[config.mk]
export PLATFORM = sky130hd
export DESIGN_NAME = raw10_unpacker_flat
export DESIGN_NICKNAME = d
export VERILOG_FILES = /design/src/rtl/raw10_unpacker_if.sv /design/src/rtl/raw10_unpacker.sv /design/src/flat_wrapper.sv
export SDC_FILE = /design/constraint.sdc
export NUM_CORES = 1
export LEC_CHECK = 0
export ABC_AREA = 1
export BUFFER_PORTS_ARGS = -buffer_cell sky130_fd_sc_hd__buf_2
export CELL_PAD_IN_SITES_DETAIL_PLACEMENT = 0
export CELL_PAD_IN_SITES_GLOBAL_PLACEMENT = 1
export CORE_ASPECT_RATIO = 1.2
export CORE_MARGIN = 4
export CORE_UTILIZATION = 37
export CTS_CLUSTER_SIZE = 16
export DETAILED_ROUTE_END_ITERATION = 8
export GPL_ROUTABILITY_DRIVEN = 0
export GPL_TIMING_DRIVEN = 0
export PLACE_DENSITY = 0.81
export SLEW_MARGIN = 20
export SYNTH_ARGS = -nofsm -noshare
export SYNTH_HDL_FRONTEND = slang
export SYNTH_SLANG_ARGS = --single-unit
[constraint.sdc]
create_clock -name clk -period 1.45 [get_ports clk]
set_input_delay 0 -clock clk [delete_from_list [all_inputs] [get_ports clk]]
set_output_delay 0 -clock clk [all_outputs]
set_load 0.03 [all_outputs]
[src/rtl/raw10_unpacker_if.sv]
`default_nettype none
// ============================================================================
//  Module      : raw10_unpacker_if
//  Description : Payload stream in / pixel-pair stream out of the RAW10
//                unpacker. The master drives the payload stream, the slave
//                (the unpacker) drives the pixel stream.
//  Revision    : 1.0 - initial release
// ============================================================================
interface raw10_unpacker_if #(
    parameter int LINE_W = 12
) ();
    logic              raw_vld;
    logic [15:0]       raw_data;
    logic              raw_vsync;
    logic              pix_vld;
    logic [19:0]       pix_data;
    logic              pix_fs;
    logic              pix_sol;
    logic              pix_eol;
    logic [LINE_W-1:0] line_cnt;
    logic              line_err;

    modport master (
        output raw_vld, raw_data, raw_vsync,
        input  pix_vld, pix_data, pix_fs, pix_sol, pix_eol, line_cnt, line_err
    );

    modport slave (
        input  raw_vld, raw_data, raw_vsync,
        output pix_vld, pix_data, pix_fs, pix_sol, pix_eol, line_cnt, line_err
    );
endinterface
`default_nettype wire

[src/rtl/raw10_unpacker.sv]
`default_nettype none
// ============================================================================
//  Module      : raw10_unpacker
//  Description : Unpacks CSI-2 RAW10 payload words (16 bit, low byte first)
//                into 10-bit pixel pairs with frame/line markers and a line
//                counter. Five words carry two 5-byte groups (8 pixels).
//  Revision    : 1.0 - initial release
// ============================================================================
module raw10_unpacker #(
    parameter int LINE_W = 12
) (
    input  logic            clk,
    input  logic            resetn,
    raw10_unpacker_if.slave bus
);

    localparam logic [2:0] c_PH_MAX = 3'd4;

    // Word/group tracking
    logic [2:0]        r_phase;
    logic [7:0]        r_b0, r_b1, r_b2, r_b3;
    logic [19:0]       r_pend;
    logic              r_flush;
    logic              r_vld_d;
    logic              r_hold;      // ignore a packet already in flight at reset release
    logic              r_sol_arm;
    logic              r_inc;

    // Registered outputs
    logic              r_pix_vld;
    logic [19:0]       r_pix_data;
    logic              r_pix_fs;
    logic              r_pix_sol;
    logic              r_pix_eol;
    logic [LINE_W-1:0] r_line_cnt;
    logic              r_line_err;

    logic [7:0]        w_lo, w_hi;
    logic              w_vld, w_rise, w_emit, w_eol, w_err;
    logic [19:0]       w_pair;

    // Select the pair to emit this cycle and classify line boundaries
    always_comb begin
        w_lo   = bus.raw_data[7:0];
        w_hi   = bus.raw_data[15:8];
        w_vld  = bus.raw_vld & ~r_hold;
        w_rise = w_vld & ~r_vld_d;
        w_emit = 1'b0;
        w_pair = '0;
        // The flush cycle always coincides with phase 0 of the next word,
        // which never emits, so the two sources cannot collide.
        if (r_flush) begin
            w_emit = 1'b1;
            w_pair = r_pend;
        end else if (w_vld) begin
            case (r_phase)
                3'd2: begin
                    w_emit = 1'b1;
                    w_pair = {r_b1, w_lo[3:2], r_b0, w_lo[1:0]};
                end
                3'd3: begin
                    w_emit = 1'b1;
                    w_pair = r_pend;
                end
                3'd4: begin
                    w_emit = 1'b1;
                    w_pair = {r_b1, w_hi[3:2], r_b0, w_hi[1:0]};
                end
                default: ;
            endcase
        end
        w_eol = r_flush & ~w_vld;
        w_err = r_vld_d & ~w_vld & (r_phase != 3'd0);
    end

    // Byte collection, phase tracking and output registers
    always_ff @(posedge clk) begin
        if (!resetn) begin
            r_phase    <= 3'd0;
            r_b0       <= '0;
            r_b1       <= '0;
            r_b2       <= '0;
            r_b3       <= '0;
            r_pend     <= '0;
            r_flush    <= 1'b0;
            r_vld_d    <= 1'b0;
            r_hold     <= 1'b1;
            r_sol_arm  <= 1'b0;
            r_inc      <= 1'b0;
            r_pix_vld  <= 1'b0;
            r_pix_data <= '0;
            r_pix_fs   <= 1'b0;
            r_pix_sol  <= 1'b0;
            r_pix_eol  <= 1'b0;
            r_line_cnt <= '0;
            r_line_err <= 1'b0;
        end else begin
            r_vld_d <= w_vld;
            r_hold  <= r_hold & bus.raw_vld;
            r_flush <= w_vld & (r_phase == c_PH_MAX);

            if (!w_vld || r_phase == c_PH_MAX) begin
                r_phase <= 3'd0;
            end else begin
                r_phase <= r_phase + 3'd1;
            end

            if (w_vld) begin
                case (r_phase)
                    3'd0: begin
                        r_b0 <= w_lo;
                        r_b1 <= w_hi;
                    end
                    3'd1: begin
                        r_b2 <= w_lo;
                        r_b3 <= w_hi;
                    end
                    3'd2: begin
                        r_pend <= {r_b3, w_lo[7:6], r_b2, w_lo[5:4]};
                        r_b0   <= w_hi;
                    end
                    3'd3: begin
                        r_b1 <= w_lo;
                        r_b2 <= w_hi;
                    end
                    3'd4: begin
                        r_pend <= {w_lo, w_hi[7:6], r_b2, w_hi[5:4]};
                    end
                    default: ;
                endcase
            end

            r_pix_vld <= w_emit;
            if (w_emit) begin
                r_pix_data <= w_pair;
            end
            r_pix_sol  <= w_emit & r_sol_arm;
            r_sol_arm  <= w_rise | (r_sol_arm & ~w_emit);
            r_pix_eol  <= w_eol;
            r_line_err <= w_err;
            r_pix_fs   <= bus.raw_vsync;

            // A frame start seen together with the closing flush cancels the
            // increment that would otherwise follow the end-of-line pair.
            r_inc <= w_eol & ~bus.raw_vsync;
            if (bus.raw_vsync) begin
                r_line_cnt <= '0;
            end else if (r_inc) begin
                r_line_cnt <= r_line_cnt + 1'b1;
            end
        end
    end

    assign bus.pix_vld  = r_pix_vld;
    assign bus.pix_data = r_pix_data;
    assign bus.pix_fs   = r_pix_fs;
    assign bus.pix_sol  = r_pix_sol;
    assign bus.pix_eol  = r_pix_eol;
    assign bus.line_cnt = r_line_cnt;
    assign bus.line_err = r_line_err;

endmodule
`default_nettype wire

[src/flat_wrapper.sv]
// flat-port wrapper written by rule: the top's interface ports become plain ports
module raw10_unpacker_flat 
#(
    parameter int LINE_W = 12
)
  (clk, resetn, bus_raw_vld, bus_raw_data, bus_raw_vsync, bus_pix_vld, bus_pix_data, bus_pix_fs, bus_pix_sol, bus_pix_eol, bus_line_cnt, bus_line_err);
  raw10_unpacker_if #(.LINE_W(LINE_W)) bus_i ();
  input  logic clk;
  input  logic resetn;
  input wire logic [$bits(bus_i.raw_vld)-1:0] bus_raw_vld;
  input wire logic [$bits(bus_i.raw_data)-1:0] bus_raw_data;
  input wire logic [$bits(bus_i.raw_vsync)-1:0] bus_raw_vsync;
  output wire logic [$bits(bus_i.pix_vld)-1:0] bus_pix_vld;
  output wire logic [$bits(bus_i.pix_data)-1:0] bus_pix_data;
  output wire logic [$bits(bus_i.pix_fs)-1:0] bus_pix_fs;
  output wire logic [$bits(bus_i.pix_sol)-1:0] bus_pix_sol;
  output wire logic [$bits(bus_i.pix_eol)-1:0] bus_pix_eol;
  output wire logic [$bits(bus_i.line_cnt)-1:0] bus_line_cnt;
  output wire logic [$bits(bus_i.line_err)-1:0] bus_line_err;
  assign bus_i.raw_vld = bus_raw_vld;
  assign bus_i.raw_data = bus_raw_data;
  assign bus_i.raw_vsync = bus_raw_vsync;
  assign bus_pix_vld = bus_i.pix_vld;
  assign bus_pix_data = bus_i.pix_data;
  assign bus_pix_fs = bus_i.pix_fs;
  assign bus_pix_sol = bus_i.pix_sol;
  assign bus_pix_eol = bus_i.pix_eol;
  assign bus_line_cnt = bus_i.line_cnt;
  assign bus_line_err = bus_i.line_err;
  raw10_unpacker #(.LINE_W(LINE_W)) u_core (.clk(clk), .resetn(resetn), .bus(bus_i));
endmodule
==> flow_summary.html <==
<table>
<tr><th>Metric</th><th>Value</th></tr>
<tr><th colspan="2">Outcome</th></tr>
<tr><td>Outcome</td><td>finished, violations left</td></tr>
<tr><td>Violations in the final reports</td><td>setup timing</td></tr>
<tr><th colspan="2">GRT</th></tr>
<tr><td>Overall global routing resource usage</td><td>0.202</td></tr>
<tr><td>Number of antenna violations at the first check in global routing</td><td>0</td></tr>
<tr><td>Largest net degree at the start of global routing</td><td>17</td></tr>
<tr><td>Vias in the first global route</td><td>roughly 4,700</td></tr>
<tr><td>Global-route wire length before repair</td><td>approximately 24 mm</td></tr>
<tr><td>Global route overflow</td><td>0</td></tr>
<tr><th colspan="2">Logic synthesis</th></tr>
<tr><td>Sequential share of the synthesized area</td><td>0.412</td></tr>
<tr><td>Synth Area in XOR/XNOR</td><td>0</td></tr>
<tr><td>Total standard cell area after synthesis</td><td>around 4700 µm²</td></tr>
<tr><td>Most used flip-flop cell after synthesis</td><td>dfxtp_1</td></tr>
<tr><td>Top area cells in the synthesized netlist</td><td>dfxtp_1 41%, nand2_1 14%, nor2_1 14%</td></tr>
<tr><td>Ys async rst share</td><td>0</td></tr>
<tr><td>Multiplexer fraction of the synthesized cell area</td><td>0</td></tr>
<tr><td>Count of different cell masters after synthesis</td><td>25</td></tr>
<tr><td>Count of flip-flops with a built-in enable after synthesis</td><td>0</td></tr>
<tr><td>Cell type with the largest total area after synthesis</td><td>dfxtp_1</td></tr>
<tr><td>Combinational family with the most area after synthesis</td><td>simple AND/OR/NAND/NOR gates</td></tr>
<tr><td>Simple-gate share of the synthesized area</td><td>0.322</td></tr>
<tr><td>Number of instances in the synthesized netlist</td><td>732</td></tr>
<tr><td>Avg Synthesized Cell Area</td><td>6.44 µm²</td></tr>
<tr><td>Synthesized-area fraction occupied by ao, oa, aoi and oai cells</td><td>0.163</td></tr>
<tr><td>FF+latch count, synth</td><td>97</td></tr>
<tr><td>Syn Nets</td><td>between 700 and 800</td></tr>
<tr><td>Most frequent cells after synthesis</td><td>178 x nand2_1, 178 x nor2_1, 97 x dfxtp_1, 78 x o21ai_0, 56 x inv_1</td></tr>
<tr><td>Synthesis warning total</td><td>0</td></tr>
<tr><td>Arithmetic-cell share of the synthesized area counting full adders, half adders and majority gates</td><td>0.0159</td></tr>
<tr><td>Fraction of post-synthesis cell area in the top cell type by area</td><td>0.412</td></tr>
<tr><th colspan="2">Drt</th></tr>
<tr><td>Detailed-route vias per instance</td><td>approximately 5.0</td></tr>
<tr><td>M1 WL</td><td>6.47 mm</td></tr>
<tr><td>Routed wire length on met2</td><td>between 7 and 8 mm</td></tr>
<tr><td>Initial detailed-routing violation count</td><td>approximately 450</td></tr>
<tr><td>Max Used Layer</td><td>met4</td></tr>
<tr><td>Antenna-violating nets left</td><td>0</td></tr>
<tr><td>Total Wirelength</td><td>between 15 and 20 mm</td></tr>
<tr><td>Total iterations of the first detailed-routing run</td><td>5</td></tr>
<tr><td>Total number of vias</td><td>roughly 5,000</td></tr>
<tr><td>Length of routed met3 wiring</td><td>between 800 and 900 µm</td></tr>
<tr><td>Final routed DRC violation total</td><td>0</td></tr>
<tr><td>Routed length per instance</td><td>around 15 µm</td></tr>
<tr><th colspan="2">Clocking</th></tr>
<tr><td>CTS H-tree lvls</td><td>3</td></tr>
<tr><td>Number of buffers created by CTS</td><td>9</td></tr>
<tr><td>Clk pin slew, worst setup/hold paths</td><td>0.07 ns</td></tr>
<tr><td>Clock latency on the worst-skew pair</td><td>0.35 ns</td></tr>
<tr><td>Clock sinks</td><td>97</td></tr>
<tr><td>Master cell of the clock root buffer</td><td>clkbuf_16</td></tr>
<tr><td>Maximum count of clock buffers along a single path</td><td>2</td></tr>
<tr><td>CTS tree</td><td>built</td></tr>
<tr><th colspan="2">Setup path</th></tr>
<tr><td>Start of the worst register-to-register path</td><td>u_core.r_phase[1]</td></tr>
<tr><td>Worst setup path category</td><td>register to register</td></tr>
<tr><td>Maximum fanout count along the critical path</td><td>10</td></tr>
<tr><td>CP Cell Sequence</td><td>buf_4 &gt; ha_4 &gt; nand2_8 &gt; buf_12 &gt; a21oi_4 &gt; buf_6 &gt; nand2_1 &gt; a21oi_2</td></tr>
<tr><td>Type of origin of the critical path</td><td>register</td></tr>
<tr><td>Critical Path Slowest Stage Cell</td><td>dfxtp_4</td></tr>
<tr><td>Bufs and invs on worst path</td><td>3</td></tr>
<tr><td>CP required</td><td>1.73 ns</td></tr>
<tr><td>CP Data Arrival Time</td><td>around 1.9 ns</td></tr>
<tr><td>Kind of cell with the highest combined delay on the critical path</td><td>buffers and inverters</td></tr>
<tr><td>Start point of the critical path</td><td>u_core.r_phase[1]</td></tr>
<tr><td>Biggest cell delay along the critical path</td><td>0.37 ns</td></tr>
<tr><td>Type of element capturing the critical path</td><td>register</td></tr>
<tr><th colspan="2">Die</th></tr>
<tr><td>Starting Density</td><td>0.384</td></tr>
<tr><td>Core Rows</td><td>between 40 and 50</td></tr>
<tr><td>Core region area</td><td>roughly 12,000 µm²</td></tr>
<tr><td>Floorplan die width</td><td>around 110 µm</td></tr>
<tr><td>Die outline area</td><td>about 15,000 µm²</td></tr>
<tr><td>Vertical die dimension</td><td>approximately 130 µm</td></tr>
<tr><td>Num ports</td><td>57</td></tr>
<tr><th colspan="2">Timing</th></tr>
<tr><td>Final setup violation count</td><td>between 60 and 70</td></tr>
<tr><td>Post-route fraction of the period consumed by the critical path</td><td>1.10</td></tr>
<tr><td>Number of endpoints with negative hold slack in the final report</td><td>0</td></tr>
<tr><td>Number of pins exceeding their max-slew limit in the final report</td><td>0</td></tr>
<tr><td>Pin slew with the least headroom to its limit</td><td>between 0.6 and 0.7 ns</td></tr>
<tr><td>Final WS setup</td><td>-0.148 ns</td></tr>
<tr><td>Hold Slack</td><td>about 0.020 ns</td></tr>
<tr><td>Max-slew headroom at the worst pin</td><td>0.567</td></tr>
<tr><td>Unrepaired setup endpoints after global routing</td><td>true</td></tr>
<tr><td>Clock tree skew after final layout</td><td>a little under 0.007 ns</td></tr>
<tr><td>Final critical-path required period</td><td>~1.6 ns</td></tr>
<tr><td>Highest achievable clock rate</td><td>626 MHz</td></tr>
<tr><td>Setup total negative slack</td><td>-4.08 ns</td></tr>
<tr><th colspan="2">Placement</th></tr>
<tr><td>HPWL after detailed placement</td><td>10.7 mm</td></tr>
<tr><td>Placed Cells incl. Taps</td><td>around 950</td></tr>
<tr><td>Buffers on Ports</td><td>55</td></tr>
<tr><th colspan="2">Final layout</th></tr>
<tr><td>Layout overhead on the synthesized area</td><td>39.4%</td></tr>
<tr><td>Count of nets after finishing</td><td>roughly 870</td></tr>
<tr><td>Cell Count, Final, Fillers Out</td><td>1,005</td></tr>
<tr><td>Number of antenna repair diodes</td><td>0</td></tr>
<tr><td>Proportion of layout cells with a drive suffix above 1</td><td>0.278</td></tr>
<tr><th colspan="2">Power</th></tr>
<tr><td>PD cells</td><td>895 nW/µm²</td></tr>
<tr><td>Lkg Pwr</td><td>2.92 nW</td></tr>
<tr><td>Peak ir drop on the vdd network</td><td>just over 600 µV</td></tr>
<tr><th colspan="2">Hold path</th></tr>
<tr><td>Type of the tightest min-delay check</td><td>primary input to register</td></tr>
<tr><td>Launch instance of the worst min-delay path</td><td>bus_raw_data[9]</td></tr>
<tr><th colspan="2">Job</th></tr>
<tr><td>Number of maximum-capacitance violations</td><td>0</td></tr>
</table>
==> report_power, final <==
group / internal (mW) / leakage (nW) / switching [mW]
Sequential: 2.70 / 0.787 / 0.0290
Clock: 1.70 / 0.163 / 1.04
Combinational: 0.152 / 1.97 / 0.261
Total: 4.55 / 2.92 / 1.33
==> placed cells by master (no fill, tap or decap), types with 25 or more instances in the layout <==
cell / netlist / layout
o21ai_0: 78 / 34
nand2_1: 178 / 158
nor2_1: 178 / 152
nor2_2: 0 / 25
dfxtp_1: 97 / 94
a21oi_1: 35 / 26
nand3_1: 29 / 26
o21ai_1: 2 / 25
inv_1: 56 / 49
buf_2: 14 / 58
==> worst paths after layout <==
kind,slack (ns),end,depth (start not counted)
max reg2reg,-0.15,u_core.r_pend[1],8
max,-0.15,u_core.r_pend[1],8
min reg2reg,0.46,u_core.r_phase[0],1
min,0.02,u_core.r_b3[1],3
==> metrics by stage <==
stage	cell area, µm²	setup WS [ns]	util	total power [mW]
CTS	6140	-0.140	0.501	5.88
global placement	5250	-0.354	0.428	3.10
detailed placement	5250	-0.369	0.428	3.10
global route	6570	-0.188	0.535	6.10
finish	6570	-0.148	0.535	5.88
floorplan	4770	-0.0138	-	2.97
==> cells by family after synthesis <==
| family | after synthesis |
|---|---|
| buffers and inverters | 99 |
| adder cells (fa/ha/maj) | 6 |
| AND/OR/NAND/NOR | 391 |
| AO/OA/AOI/OAI | 139 |
| flip-flops | 97 |
==> sequential cells by signal, indices dropped and copies added, names as in the netlist, 3 cells and up <==
register             cells
u_core.r_b2              8
u_core.bus.pix_data     20
u_core.r_phase           3
u_core.bus.line_cnt     12
u_core.r_b1              8
u_core.r_b3              8
u_core.r_pend           20
u_core.r_b0              8
==> worst reg2reg max path, delay by kind of cell (launching register included) <==
family,cells,cell delay [ns]
fa+ha+maj,1,0.15
flops,1,0.37
simple gates,2,0.18
buf+inv,3,0.45
compound gates,2,0.38
==> final cells by class <==
cell class | count | area (µm²)
multi-input combinational | 537 | 2780
sequential | 97 | 1950
tap | 161 | 201
clock buffer | 10 | 229
inverter | 58 | 238
clock inverter | 6 | 115
timing repair buffer | 96 | 718
fill | 1208 | 5700
buffer | 40 | 343
==> repair_timing <==
item,in CTS,in global routing
setup buffers,10,13
gates cloned,7,5
endpoints found under the hold margin,9,0
gates resized for setup,135,97
endpoints found under the setup margin,72,75
pin swaps,16,49
hold buffers,7,0
==> layer usage <==
| metal | vias to the layer above | global-route usage |
|---|---|---|
| met5 | - | 0 |
| met4 | 0 | 0.0967 |
| met3 | 32 | 0.0304 |
| met2 | 174 | 0.338 |
| met1 | 2248 | 0.254 |
| li1 | 2527 | - |
(Power assumes the default switching activity.)
